[config.mk]
export PLATFORM = sky130hd
export DESIGN_NAME = fp_align_seq_flat
export DESIGN_NICKNAME = d
export VERILOG_FILES = /design/src/rtl/fp_align_seq_if.sv /design/src/rtl/fp_align_seq.sv /design/src/flat_wrapper.sv
export SDC_FILE = /design/constraint.sdc
export NUM_CORES = 1
export LEC_CHECK = 0
export ABC_AREA = 0
export CAP_MARGIN = 40
export CORE_AREA = 2 2 168 170
export DETAILED_ROUTE_END_ITERATION = 8
export DIE_AREA = 0 0 170 172
export PLACE_DENSITY_LB_ADDON = 0.15
export SLEW_MARGIN = 20
export SYNTH_ARGS = -nofsm -noshare
export SYNTH_HDL_FRONTEND = slang
export SYNTH_SLANG_ARGS = --single-unit
[constraint.sdc]
create_clock -name clk -period 8.1 [get_ports clk]
set_clock_uncertainty 0.15 [all_clocks]
set_input_delay 1.215 -clock clk [delete_from_list [all_inputs] [get_ports clk]]
set_output_delay 1.215 -clock clk [all_outputs]
set_load 0.005 [all_outputs]
[src/rtl/fp_align_seq_if.sv]
// Operand capture and alignment result bundle between the adder front end
// and the exponent-alignment sequencer.
interface fp_align_seq_if #(
  parameter int EXP_W = 11,
  parameter int MAN_W = 53
);
  logic             start;
  logic [EXP_W-1:0] exp_a;
  logic [EXP_W-1:0] exp_b;
  logic [MAN_W-1:0] man_a;
  logic [MAN_W-1:0] man_b;
  logic             busy;
  logic             done;
  logic             swap;
  logic [EXP_W-1:0] exp_out;
  logic [MAN_W-1:0] man_big;
  logic [MAN_W-1:0] man_small;
  logic             sticky;

  modport master (
    output start, exp_a, exp_b, man_a, man_b,
    input  busy, done, swap, exp_out, man_big, man_small, sticky
  );

  modport slave (
    input  start, exp_a, exp_b, man_a, man_b,
    output busy, done, swap, exp_out, man_big, man_small, sticky
  );
endinterface

[src/rtl/fp_align_seq.sv]
// Exponent-alignment sequencer: selects the larger-exponent operand, then
// right-shifts the smaller significand one bit per cycle with a sticky bit.
module fp_align_seq #(
  parameter int EXP_W = 11,
  parameter int MAN_W = 53
) (
  input  logic          clk,
  input  logic          reset,
  fp_align_seq_if.slave bus
);
  localparam int CNT_W = $clog2(MAN_W);

  typedef enum logic [1:0] {IDLE, COMPARE, SHIFT, DONE} state_t;

  state_t           state_reg, state_next;
  logic [EXP_W-1:0] lat_exp_a_reg, lat_exp_b_reg;
  logic [MAN_W-1:0] lat_man_a_reg, lat_man_b_reg;
  logic             swap_reg;
  logic [EXP_W-1:0] exp_out_reg;
  logic [MAN_W-1:0] man_big_reg, man_small_reg;
  logic             sticky_reg;
  logic [CNT_W-1:0] cnt_reg;

  logic             cmp_swap;
  logic [EXP_W-1:0] cmp_exp_big, cmp_exp_small, cmp_diff;
  logic [MAN_W-1:0] cmp_man_big, cmp_man_small;
  logic             cmp_sat;

  // Selection is computed from the latched copies so inputs may change freely.
  assign cmp_swap      = lat_exp_b_reg > lat_exp_a_reg;
  assign cmp_exp_big   = cmp_swap ? lat_exp_b_reg : lat_exp_a_reg;
  assign cmp_exp_small = cmp_swap ? lat_exp_a_reg : lat_exp_b_reg;
  assign cmp_diff      = cmp_exp_big - cmp_exp_small;
  assign cmp_sat       = cmp_diff >= EXP_W'(MAN_W);

  generate
    for (genvar gi = 0; gi < MAN_W; gi++) begin : g_man_mux
      assign cmp_man_big[gi]   = cmp_swap ? lat_man_b_reg[gi] : lat_man_a_reg[gi];
      assign cmp_man_small[gi] = cmp_swap ? lat_man_a_reg[gi] : lat_man_b_reg[gi];
    end
  endgenerate

  always_ff @(posedge clk or posedge reset) begin
    if (reset) state_reg <= IDLE;
    else       state_reg <= state_next;
  end

  always_comb begin
    state_next = state_reg;
    case (state_reg)
      IDLE:    if (bus.start) state_next = COMPARE;
      COMPARE: state_next = (cmp_diff == '0 || cmp_sat) ? DONE : SHIFT;
      // Exit on the cycle the counter steps from 1 to 0.
      SHIFT:   if (cnt_reg == CNT_W'(1)) state_next = DONE;
      DONE:    state_next = IDLE;
      default: state_next = IDLE;
    endcase
  end

  always_ff @(posedge clk or posedge reset) begin
    if (reset) begin
      lat_exp_a_reg <= '0;
      lat_exp_b_reg <= '0;
      lat_man_a_reg <= '0;
      lat_man_b_reg <= '0;
      swap_reg      <= 1'b0;
      exp_out_reg   <= '0;
      man_big_reg   <= '0;
      man_small_reg <= '0;
      sticky_reg    <= 1'b0;
      cnt_reg       <= '0;
    end else begin
      case (state_reg)
        IDLE: begin
          if (bus.start) begin
            lat_exp_a_reg <= bus.exp_a;
            lat_exp_b_reg <= bus.exp_b;
            lat_man_a_reg <= bus.man_a;
            lat_man_b_reg <= bus.man_b;
          end
        end
        COMPARE: begin
          swap_reg    <= cmp_swap;
          exp_out_reg <= cmp_exp_big;
          man_big_reg <= cmp_man_big;
          // A shift of MAN_W or more empties the significand into sticky.
          if (cmp_sat) begin
            man_small_reg <= '0;
            sticky_reg    <= |cmp_man_small;
            cnt_reg       <= '0;
          end else begin
            man_small_reg <= cmp_man_small;
            sticky_reg    <= 1'b0;
            cnt_reg       <= cmp_diff[CNT_W-1:0];
          end
        end
        SHIFT: begin
          sticky_reg    <= sticky_reg | man_small_reg[0];
          man_small_reg <= man_small_reg >> 1;
          cnt_reg       <= cnt_reg - CNT_W'(1);
        end
        default: ;
      endcase
    end
  end

  assign bus.busy      = (state_reg != IDLE);
  assign bus.done      = (state_reg == DONE);
  assign bus.swap      = swap_reg;
  assign bus.exp_out   = exp_out_reg;
  assign bus.man_big   = man_big_reg;
  assign bus.man_small = man_small_reg;
  assign bus.sticky    = sticky_reg;
endmodule

[src/flat_wrapper.sv]
// flat-port wrapper written by rule: the top's interface ports become plain ports
module fp_align_seq_flat 
#(
  parameter int EXP_W = 11,
  parameter int MAN_W = 53
)
  (clk, reset, bus_start, bus_exp_a, bus_exp_b, bus_man_a, bus_man_b, bus_busy, bus_done, bus_swap, bus_exp_out, bus_man_big, bus_man_small, bus_sticky);
  fp_align_seq_if #(.EXP_W(EXP_W), .MAN_W(MAN_W)) bus_i ();
  input  logic clk;
  input  logic reset;
  input wire logic [$bits(bus_i.start)-1:0] bus_start;
  input wire logic [$bits(bus_i.exp_a)-1:0] bus_exp_a;
  input wire logic [$bits(bus_i.exp_b)-1:0] bus_exp_b;
  input wire logic [$bits(bus_i.man_a)-1:0] bus_man_a;
  input wire logic [$bits(bus_i.man_b)-1:0] bus_man_b;
  output wire logic [$bits(bus_i.busy)-1:0] bus_busy;
  output wire logic [$bits(bus_i.done)-1:0] bus_done;
  output wire logic [$bits(bus_i.swap)-1:0] bus_swap;
  output wire logic [$bits(bus_i.exp_out)-1:0] bus_exp_out;
  output wire logic [$bits(bus_i.man_big)-1:0] bus_man_big;
  output wire logic [$bits(bus_i.man_small)-1:0] bus_man_small;
  output wire logic [$bits(bus_i.sticky)-1:0] bus_sticky;
  assign bus_i.start = bus_start;
  assign bus_i.exp_a = bus_exp_a;
  assign bus_i.exp_b = bus_exp_b;
  assign bus_i.man_a = bus_man_a;
  assign bus_i.man_b = bus_man_b;
  assign bus_busy = bus_i.busy;
  assign bus_done = bus_i.done;
  assign bus_swap = bus_i.swap;
  assign bus_exp_out = bus_i.exp_out;
  assign bus_man_big = bus_i.man_big;
  assign bus_man_small = bus_i.man_small;
  assign bus_sticky = bus_i.sticky;
  fp_align_seq #(.EXP_W(EXP_W), .MAN_W(MAN_W)) u_core (.clk(clk), .reset(reset), .bus(bus_i));
endmodule
==> qor.txt <==
Clock Sinks - 255
Post-synthesis adder-cell area fraction - 0.0187
Most numerous cell in the Yosys netlist - dfrtp_1
Post-synth EDFFs - 0
Row cnt - 61
FFs w/ async S/R, synth - 1.00
WL/cell - 20.4 um
Critical path, cell by cell - inv_1 > ha_1 > nand4_2 > a2111oi_4 > a2111oi_4 > nor2_4 > buf_4 > o22ai_1 > or4_4 > nor3_2 > o2111a_1 > nand4_4 > buf_4 > o31ai_1
DP Area - 15500 sq um
H-Tree Level Count - 1
Min-Delay Endpoint - u_core.bus.man_small[2]
Ant diodes - 0
Layout net count - 1549
R2r endpoint - u_core.bus.man_small[34]
Total wire length - 36000 um
Worst-Margin Slew - 0.741 ns
CTS resizes - 0
Area Growth Syn to Fin - 29.3%
PwrDens - 511 nW/um^2
Distinct cells, synth - 67
Sequential share of the synthesized area - 0.503
Max stage delay on crit path - 0.59 ns
Final setup viols - 0
FMAX - 0.203 GHz
Area share of the largest cell type after synthesis - 0.503
Die width - 170 um
Mapped cell area - 12700 sq um
TritonCTS buffer count - 29
Share of layout cells above drive strength 1 - 0.172
Fill cells - 2357
Starting density of the core - 0.462
Comb pwr share - 0.561
I/O Buffers - 251
CTS tree - yes
Crit path buf inv count - 3
Via Count - 10.1k
Global Route Usage Sum - 0.243
Post-detailed-route DRC marker count - 0
Synth warn - 0
Post-Synthesis Cells - 1190
Max clock buf depth - 3
RSZ-0062 raised after global routing - no
Die H - 172 um
Largest area contributor in the netlist - dfrtp_1
Mux contribution to synthesized area - 0.157
Global-route wire length before repair - 55600 um
Power Internal - 4.62 mW
Fin area - 16400 sq um
Fin crit share - 0.610
Sequential share of power - 0.288
Post-Synth Simple-Gate Area - 0.139
Slowest cell on the critical path - or4_4
Reg2Reg Depth - 14
Tmin final - 4.94 ns
HP Class - flip-flop to flip-flop
WP data required - 8.39 ns
Complex-gate fraction of the synthesized area - 0.140
RR Startpoint - u_core.lat_exp_a_reg[5]
Syn nets - 1340
Gr ovfl total - 0
VDD IR-drop max - 0.000329 V
DRT iter0 DRCs - 756
Area contributors post-synth - dfrtp_1 (50%), mux2_2 (12%), nand2_1 (4.5%)
Clock power frac - 0.151
Crit path kind - flip-flop to flip-flop
CP Max Fanout - 48
Largest net degree at the start of global routing - 133
Main combinational cell family by area after synthesis - multiplexers
Hold path cells - 2
Initial antenna violation count - 0
Post-CTS Repair Setup Buffers - 0
Synthesized area per cell - 10.7 sq um
Worst Hold Launch - u_core.bus.man_small[2]
Max transition margin - 0.506
Leak - 7.19 nW
Switch Pwr - 3.76 mW
Synth top cells by count - dfrtp_1 (255), nand2_1 (153), mux2_2 (130)
Setup crit end kind - flip-flop
Critical Path Start Type - flip-flop
Crit path max-delay family - simple AND/OR/NAND/NOR gates
Post-CTS Hold Fix Bufs - 0
R2R Setup Slk - 3.16 ns
TritonRoute pass-1 iters - 5
Die area - 29200 sq um
Ys flop type - dfrtp_1
Final Hold Viols - 0
Max_cap viols - 0
Vias in the first global route - 9860
Number of synthesized register bits - 255
IO Pins - 252
Antenna Nets Post-Route - 0
Worst-path clk slew - 0.06 ns
Sw Share - 0.449
Root buffer cell - clkbuf_16
Setup TNS - 0 ns
Placeable Area - 27500 sq um
Worst skew pair latency - 0.55 ns
DP HPWL - 25200 um
RePlAce Congestion - 0.871
Data arrival, critical path - 5.23 ns
Synth Area in XOR/XNOR - 0.00335
Status - complete, no violations
Fin. max-slew vios - 0
Via/cell ratio - 5.70
-- kinds of logic after synthesis --
| kind of cell | count (synthesis) |
|---|---|
| flip-flops | 255 |
| XOR/XNOR | 4 |
| buffers and inverters | 109 |
| AO/OA/AOI/OAI | 248 |
| multiplexers | 183 |
| adder cells (fa/ha/maj) | 19 |
| AND/OR/NAND/NOR | 372 |
-- worst max path at each step --
stage                             from                        to  slack (ns)  depth (start not counted)
2_1_floorplan                    reset     u_core.bus.exp_out[0]        3.38                          1
3_3_place_gp   u_core.lat_exp_a_reg[5]  u_core.bus.man_small[29]        3.31                         14
3_5_place_dp   u_core.lat_exp_a_reg[5]  u_core.bus.man_small[34]        3.20                         14
4_1_cts        u_core.lat_exp_a_reg[5]  u_core.bus.man_small[34]        3.16                         14
5_1_grt        u_core.lat_exp_a_reg[5]  u_core.bus.man_small[30]        2.78                         14
6_report       u_core.lat_exp_a_reg[5]  u_core.bus.man_small[34]        3.16                         14
-- power by group through the flow --
| stage | Clock [mW] | Combinational [mW] | Sequential [mW] |
|---|---|---|---|
| finish | 1.27 | 4.70 | 2.41 |
| global route | 1.34 | 5.14 | 2.49 |
| CTS | 1.29 | 4.70 | 2.41 |
| detailed placement | 0 | 4.69 | 2.42 |
| global placement | 0 | 4.57 | 2.40 |
| floorplan | 0 | 3.15 | 2.28 |
-- stage by stage --
step	worst slack (ns)	instances	utilization	hold slack [ns]	power (mW)
after floorplan	3.38	1190	-	0.329	5.43
after global placement	3.31	1708	0.559	0.341	6.97
after detailed placement	3.20	1713	0.563	0.350	7.11
after CTS	3.16	1763	0.596	0.364	8.41
after global routing	2.78	1764	0.597	0.390	8.97
final	3.16	1764	0.597	0.362	8.39
-- metal layers --
layer / vias to the layer above / track usage / share of wire / wire, um
li1: 4711 / - / - / -
met1: 4959 / 0.338 / 0.45 / 16100
met2: 326 / 0.388 / 0.45 / 16300
met3: 55 / 0.0492 / 0.071 / 2570
met4: 0 / 0.0710 / 0.029 / 1040
met5: - / 0 / 0 / 0
-- worst min-delay path, cell delays in order (launching register included) --
cell     delay [ns]
dfrtp_1        0.36
a21oi_1        0.08
o31ai_2        0.04
-- placed cells by master (no fill, tap or decap), types with 5 or more instances in the layout --
cell,count
o31ai_1,33
clkdlybuf4s50_1,251
nand2_1,152
and3_1,58
nor2b_1,6
mux2i_1,53
a21o_1,5
o21ai_1,5
a21oi_1,71
buf_4,8
dfrtp_1,255
inv_1,19
nand3_1,13
a31oi_1,63
ha_1,16
clkbuf_1,6
o21ai_0,13
a211oi_1,5
nor2_1,83
nor3_1,10
buf_12,5
mux2_2,130
o31ai_2,27
clkinv_2,6
clkbuf_8,8
nand2b_1,5
clkbuf_16,29
nor4_1,10
nand4_1,11
-- area by class of cell --
class | instances | area (sq um) | area share
clock inverter | 7 | 60.1 | 0.00366
inverter | 21 | 82.6 | 0.00503
clock buffer | 43 | 858 | 0.0523
multi-input combinational | 826 | 5870 | 0.358
timing repair buffer | 266 | 2730 | 0.166
sequential | 255 | 6380 | 0.389
tap | 346 | 433 | 0.0264
No activity file was read; power rests on OpenSTA's default activity.
